[src/rtl/vga_scan_gen.sv]
// Raster timing generator: pixel-rate divider, X/Y scan counters and registered
// sync/blank/frame-start outputs aligned with the presented coordinates.
module vga_scan_gen #(
    parameter int CLK_DIV  = 2,
    parameter int H_ACTIVE = 640,
    parameter int H_FP     = 16,
    parameter int H_SYNC   = 96,
    parameter int H_BP     = 48,
    parameter int V_ACTIVE = 480,
    parameter int V_FP     = 10,
    parameter int V_SYNC   = 2,
    parameter int V_BP     = 33,
    parameter bit SYNC_POL = 1'b0
) (
    input  logic       clk,
    input  logic       rst,
    input  logic       en,
    output logic [9:0] Q_X,
    output logic [9:0] Q_Y,
    output logic       hsync,
    output logic       vsync,
    output logic       video_on,
    output logic       pix_tick,
    output logic       frame_start
);
    localparam int H_TOTAL = H_ACTIVE + H_FP + H_SYNC + H_BP;
    localparam int V_TOTAL = V_ACTIVE + V_FP + V_SYNC + V_BP;
    localparam int DIV_W   = (CLK_DIV > 1) ? $clog2(CLK_DIV) : 1;

    generate
        if (H_TOTAL > 1024 || V_TOTAL > 1024 || CLK_DIV < 1) begin : g_bad_geometry
            $error("vga_scan_gen: H_TOTAL/V_TOTAL must be <= 1024 and CLK_DIV >= 1");
        end
    endgenerate

    // 11-bit bounds so a sync window ending exactly at 1024 still compares correctly
    localparam logic [9:0]  X_LAST   = 10'(H_TOTAL - 1);
    localparam logic [9:0]  Y_LAST   = 10'(V_TOTAL - 1);
    localparam logic [10:0] X_ACT    = 11'(H_ACTIVE);
    localparam logic [10:0] Y_ACT    = 11'(V_ACTIVE);
    localparam logic [10:0] HS_START = 11'(H_ACTIVE + H_FP);
    localparam logic [10:0] HS_END   = 11'(H_ACTIVE + H_FP + H_SYNC);
    localparam logic [10:0] VS_START = 11'(V_ACTIVE + V_FP);
    localparam logic [10:0] VS_END   = 11'(V_ACTIVE + V_FP + V_SYNC);
    localparam logic [DIV_W-1:0] DIV_LAST = DIV_W'(CLK_DIV - 1);

    logic [DIV_W-1:0] div;
    logic             div_last;
    logic             x_end, y_end;
    logic [9:0]       x_nxt, y_nxt;
    logic             hs_act, vs_act, vo_nxt;

    assign div_last = (div == DIV_LAST);
    assign pix_tick = en && !rst && div_last;
    assign x_end    = (Q_X == X_LAST);
    assign y_end    = (Q_Y == Y_LAST);

    always_comb begin
        x_nxt = Q_X;
        y_nxt = Q_Y;
        if (pix_tick) begin
            if (x_end) begin
                x_nxt = '0;
                y_nxt = y_end ? 10'd0 : Q_Y + 10'd1;
            end else begin
                x_nxt = Q_X + 10'd1;
            end
        end
    end

    // Decode from next-state so the registered flags match the registered coordinates
    assign hs_act = ({1'b0, x_nxt} >= HS_START) && ({1'b0, x_nxt} < HS_END);
    assign vs_act = ({1'b0, y_nxt} >= VS_START) && ({1'b0, y_nxt} < VS_END);
    assign vo_nxt = ({1'b0, x_nxt} < X_ACT) && ({1'b0, y_nxt} < Y_ACT);

    always_ff @(posedge clk) begin
        if (rst) begin
            div         <= '0;
            Q_X         <= '0;
            Q_Y         <= '0;
            hsync       <= ~SYNC_POL;
            vsync       <= ~SYNC_POL;
            video_on    <= 1'b1;
            frame_start <= 1'b0;
        end else begin
            if (en)
                div <= div_last ? '0 : div + 1'b1;
            Q_X         <= x_nxt;
            Q_Y         <= y_nxt;
            hsync       <= hs_act ? SYNC_POL : ~SYNC_POL;
            vsync       <= vs_act ? SYNC_POL : ~SYNC_POL;
            video_on    <= vo_nxt;
            frame_start <= pix_tick && x_end && y_end;
        end
    end
endmodule

[config.mk]
export PLATFORM = sky130hd
export DESIGN_NAME = vga_scan_gen
export DESIGN_NICKNAME = d
export VERILOG_FILES = /design/src/rtl/vga_scan_gen.sv
export SDC_FILE = /design/constraint.sdc
export NUM_CORES = 1
export LEC_CHECK = 0
export ABC_AREA = 1
export ABC_CLOCK_PERIOD_IN_PS = 1600
export CAP_MARGIN = 10
export CORE_ASPECT_RATIO = 0.5
export CORE_MARGIN = 5
export CORE_UTILIZATION = 45
export CTS_CLUSTER_DIAMETER = 120
export DETAILED_ROUTE_END_ITERATION = 10
export GPL_TIMING_DRIVEN = 0
export PLACE_DENSITY = 0.73
export SLEW_MARGIN = 10
export SYNTH_ARGS = -nofsm -noshare
export SYNTH_HDL_FRONTEND = slang
export SYNTH_SLANG_ARGS = --single-unit
[constraint.sdc]
create_clock -name clk -period 1.6 [get_ports clk]
set_input_delay 0.48 -clock clk [delete_from_list [all_inputs] [get_ports clk]]
set_output_delay 0.48 -clock clk [all_outputs]
set_load 0.02 [all_outputs]
* Word level (Yosys, flattened, before mapping)
Cells that the tools add are included.
** Storage, ports and cells
- Flip-flop bits (word level) :: 25
- Input port bits :: 3
** Operators by class
- Add/subtract/negate cells :: 3
- Reduce and logical (&&, ||, !) cells :: 8
- Eq/ne operators :: 2
- Multiplexer cells :: 8
- $lt $le $gt $ge :: 6
** Operators by type and width (count)
- 2-to-1 mux 10 bit :: 5
- adder 10 x 1 -> 10 bit (second input constant) :: 2
- equality test 10 bit (second input constant) :: 2
- < comparator 10 bit (second input constant) :: 2
- < comparator 10 x 9 -> 1 bit (second input constant) :: 2
- >= comparator 10 bit (second input constant) :: 1
- >= comparator 10 x 9 -> 1 bit (second input constant) :: 1
- logical AND 1 bit :: 7
- 2-to-1 mux 1 bit :: 3
- adder 1 bit (second input constant) :: 1
- zero test 1 bit :: 1

* Longest topological paths before layout
Gate-level depths: netlist (run 1).
- Word-level depth :: 7
- Gate-level depth with buffers :: 14

* Worst setup path after synthesis (run 1)
OpenSTA, ideal clock, no wires.
- Kind :: reg-to-reg
- Start :: reg Q_X[0]
- End :: reg vsync
- Arrival time :: 1630 ps
- Stages on the path, launching flop included :: 11
- Slack :: -156 ps
- Required time :: 1475 ps
- Period minus slack after synthesis :: 1756 ps
- Cell sequence :: dfxtp_1 -> ha_1 -> nand2_1 -> clkinv_1 -> nand2_4 -> nor3_4 -> nand4_1 -> nand2_1 -> nand2_1 -> nor2_1 -> nand3_1
** Between the ends
- Cells in the longest elaborated chain, start to end :: 6
- Elaborated cells between the ends (all ways) :: 7
- Classes of those cells :: order compare (2); eq/ne (1); mux (3); reduce/logical (1)
** RTL lines
- from (decl) :: RTL line 18 : output logic [9:0] Q_X,
- from (signal assigned) :: RTL line 88 : Q_X <= x_nxt;
- equality test 10 bit (*) :: RTL line 55 : assign x_end = (Q_X == X_LAST);
- 2-to-1 mux 10 bit (*) :: RTL line 62 : if (x_end) begin
- 2-to-1 mux 10 bit (*) :: RTL line 61 : if (pix_tick) begin
- >= comparator 10 x 9 -> 1 bit / < comparator 10 x 9 -> 1 bit (equally long branches) :: RTL line 73 : assign vs_act = ({1'b0, y_nxt} >= VS_START) && ({1'b0, y_nxt} < VS_END);
- logical AND 1 bit (*) :: RTL line 73
- 2-to-1 mux 1 bit (*) :: RTL line 91 : vsync <= vs_act ? SYNC_POL : ~SYNC_POL;
- to (signal assigned) :: RTL line 82 : vsync <= ~SYNC_POL;
- to (signal assigned) :: RTL line 91
- to (decl) :: RTL line 21 : output logic vsync,
Every way passes the cells marked *; elsewhere a longest branch is shown, timed or not.
A chain may end at the register's enable or synchronous reset.

* Worst setup path after layout (run 1)
- Start :: reg div
- End :: out pix_tick
** Between the ends
- Cells in the longest elaborated chain, start to end :: 1
** RTL lines
- from (decl) :: RTL line 47 : logic [DIV_W-1:0] div;
- from (signal assigned) :: RTL line 87 : div <= div_last ? '0 : div + 1'b1;
- logical AND 1 bit :: RTL line 54 : assign pix_tick = en && !rst && div_last;
- to (decl) :: RTL line 23 : output logic pix_tick,
Every way passes these cells.

==> results of run 1 <==
## metrics by stage
step	instances	worst slack [ns]	cell area, µm²	hold WS, ns
2_1_floorplan	222	-0.0255	1500	0.476
3_3_place_gp	288	-1.00	1810	0.485
3_5_place_dp	288	-1.02	1810	0.492
4_1_cts	306	-0.0885	1990	0.396
5_1_grt	316	-0.143	2210	0.403
6_report	316	-0.0560	2210	0.393
## layout by cell type (no fill, tap or decap), drive strengths merged
master and n:
nor3 3, a21oi 7, nand2 58, clkbuf 5
nor2 38, xor2 1, nand3 22, inv 33
ha 3, dfxtp 25, dlygate4sd2 22, clkinv 2
buf 29, clkdlybuf4s15 2, o22ai 1, xnor2 2
or2 1, nand3b 1, o21ai 9, nand4 12
## metal layers
layer	track usage [%]	vias up	wire, µm
li1	-	816	-
met1	23.4	746	1930
met2	27.3	55	1990
met3	4.03	4	251
met4	3.47	0	40
met5	0	-	0
## Yosys cell counts (all sizes together)
cell and number:
a21oi 7, buf 3, clkbuf 1, clkinv 2, dfxtp 25, ha 3, inv 33, nand2 58
nand3 22, nand3b 1, nand4 12, nor2 38, nor3 3, o21ai 9, o22ai 1, or2 1
xnor2 2, xor2 1
## path summary, 6_finish.rpt
path | from | to | depth (start not counted)
worst max register to register | Q_X[0] | vsync | 11
worst min-delay path | rst | Q_X[1] | 2
worst max-delay path | div | pix_tick | 7
worst min register to register | Q_Y[1] | Q_Y[1] | 2
## area by class of cell
cell class / instances / area [µm²] / share of cell area [%]
buffer: 4 / 53.8 / 2.44
tap: 40 / 50.0 / 2.27
inverter: 35 / 148 / 6.69
multi-input combinational: 158 / 953 / 43.2
timing repair buffer: 50 / 424 / 19.2
clock buffer: 4 / 45.0 / 2.04
sequential: 25 / 532 / 24.1
## worst register-to-register path, cell delays in order, from the launching register on
cell	delay, ns
sky130_fd_sc_hd__dfxtp_4	0.38
sky130_fd_sc_hd__ha_4	0.15
sky130_fd_sc_hd__nand2_4	0.08
sky130_fd_sc_hd__clkinv_4	0.06
sky130_fd_sc_hd__nand2_4	0.05
sky130_fd_sc_hd__nor3_4	0.22
sky130_fd_sc_hd__buf_6	0.14
sky130_fd_sc_hd__nand3_2	0.10
sky130_fd_sc_hd__nand2_2	0.09
sky130_fd_sc_hd__nand2_1	0.07
sky130_fd_sc_hd__nor2_2	0.13
sky130_fd_sc_hd__nand3_1	0.08
## cells by family (layout without fill, tap and decap cells)
family / after synthesis / count (layout)
simple gates: 135 / 135
buf+inv: 39 / 93
flops: 25 / 25
compound gates: 17 / 17
fa+ha+maj: 3 / 3
xor+xnor: 3 / 3
## timing repair
action / in CTS / in global routing
setup buffers: 14 / 10
pin swaps: 9 / 22
gates resized for setup: 54 / 49
setup endpoints to repair: 46 / 18
## sequential cells by signal, summed over array words and instances (netlist names)
name / flops
vsync: 1
Q_X: 10
div: 1
frame_start: 1
video_on: 1
Q_Y: 10
hsync: 1
## power breakdown
part           switching, mW  internal, mW
clock                  0.203         0.178
combinational         0.0361        0.0305
sequential           0.00302         0.617
==> results summary, run 1 <==
After clock tree synthesis, the flow added hold-fix buffers numbering 0. Of the total synthesized cell area, the portion taken by XOR and XNOR cells is 1.80%. The overall power of the completed layout is 1.07 mW. The average size of a mapped cell came out at 6.59 µm². The die extent in y is 50.3 µm.

The remaining max-slew budget at the tightest pin came out at 69.1%. In this design, the stage delay of the slowest critical-path cell is 0.34 ns. The area of the die came out at 4560 µm². The worst endpoint data arrival time came out at 1.18 ns. The via-per-instance ratio is 5.13. After filler insertion, the fill cell instance count of the layout stands at 244. The path class of the tightest hold or removal check is in -> reg. The critical-path cell with the highest stage delay is sky130_fd_sc_hd__dfxtp_2. The minimum period implied by the final worst setup slack is 1.66 ns. The initial antenna violation count came to 0.

The synthesized netlist cell count came out at 222. The synthesized net count came out at 228. The final reports fail on setup timing. The arithmetic-cell share of the synthesized area counting full adders, half adders and majority gates is 2.57%. The maximum level of the CTS H-tree is 1. The total wirelength of the detailed-routed design is 4.21 mm. The category of cells accounting for the largest share of critical-path delay is buffers and inverters.

The cell area after technology mapping came out at 1460 µm². In the post-synthesis netlist, the biggest area contributors are sky130_fd_sc_hd__dfxtp_1, sky130_fd_sc_hd__nand2_1, sky130_fd_sc_hd__nor2_1, sky130_fd_sc_hd__inv_1, sky130_fd_sc_hd__nand3_1. The clock tree skew after final layout is 0.00645 ns.

The final RePlAce weighted congestion is 0.863. The worst vdd rail ir drop is 0.243 mV. The synthesis warning total came out at 0.

The maximum number of pins on one net before global-route repair is 14. In this run the power density over the cells is 484 nW/µm². The first global-routing pass estimated 6.38 mm of wire. Clock-pin slew was measured on the worst setup and hold paths at 0.09 ns. The width of the die is 90.6 µm. Setup violations remaining at the end of the flow were counted as 3. The sequential share of the synthesized area came out at 34.2%. In this run, distinct cell masters in the synthesized netlist total 29. The initial detailed-routing violation count is 62. The slew of the pin with the lowest slew margin is 0.463 ns. The synthesized design devotes to its leading area cell type 34.2% of total area. The setup slack of the most critical reg-to-reg path is -0.05 ns. The clock tree from TritonCTS is done. Setup repair after global routing could not meet its margin everywhere.

The smallest setup slack after layout is -0.0560 ns. The cell that appears most often on the critical path is sky130_fd_sc_hd__buf_8. TritonCTS created 3 clock buffers. The floorplan has 14 rows. The number of max-cap violations is 0. The utilization after layout is 72.0%. The portion of netlist area occupied by mux cells is 0%. Clock tree synthesis selected as its root buffer the cell sky130_fd_sc_hd__clkbuf_8. The number of buffers and inverters on the critical path is 5.

The detail route stage leaves a number of antenna-violating nets equal to 0. The detailed-placement wirelength estimate is 2.70 mm. The number of nets in the finished design came out at 283. The total via count in the routed design is 1,621. The pre-antenna-repair detailed-routing pass consisted of 4 iterations. The total leakage power is 1.05 nW.

The final count of hold timing violations is 0. The largest area contributor in the netlist is sky130_fd_sc_hd__dfxtp_1. The total negative setup slack is -0.130 ns. The source-to-sink clock delay at the later pin of the worst-skew pair is 0.27 ns. The largest fanout on the critical path is 4. The total global routing overflow is 0.

The run finished, with violations left. After synthesis, the largest family of logic cells by area is simple AND/OR/NAND/NOR gates. For this run, design rule violations remaining after detail routing come to 0. The number of buffers inserted by port buffering came out at 26.

The number of buffers on the longest clock path is 2. Across every metal layer, demand over resource in global routing totals 17.0%. The simple-gate share of the synthesized area is 43.3%. The share of cells above drive strength 1 came out at 35.5%. The maximum clock rate came out at 604 MHz. The area growth from synthesis to layout came out at 50.8%. After layout, the worst path uses 104% of the clock period. The TritonCTS sink count is 25. The via count of the first global-routing pass is 1,399. By startpoint and endpoint, the worst setup path is classified as reg -> out.

The final number of max-transition violations is 0. 0 antenna diodes ended up in the layout. Summing the areas of all compound-gate instances in the mapped netlist gives 6.16% of the synthesized area.

Once the floorplan was initialized, standard cells occupied 47.7% of the core. The required time of the critical path is 1.12 ns. Synthesis inferred 25 register bits. The average wire length per cell after detail routing came out at 13.3 µm.

The core region is 3070 µm². In this run the count of I/O pins placed on the die edge is 28. STA classifies the critical path endpoint as an output port. Walking the worst path, the cells encountered are nand2_2 -> inv_2 -> nand2_4 -> buf_8 -> inv_4 -> buf_8 -> buf_6.

The startpoint kind of the worst setup timing path is a flip-flop.
(Power assumes the default switching activity.)
==> run 2, diff against run 1 <==
CAP_MARGIN = not set   (was 10)
==> results of run 2 <==
No change in the layout: final DEF, timing and power equal those of run 1.
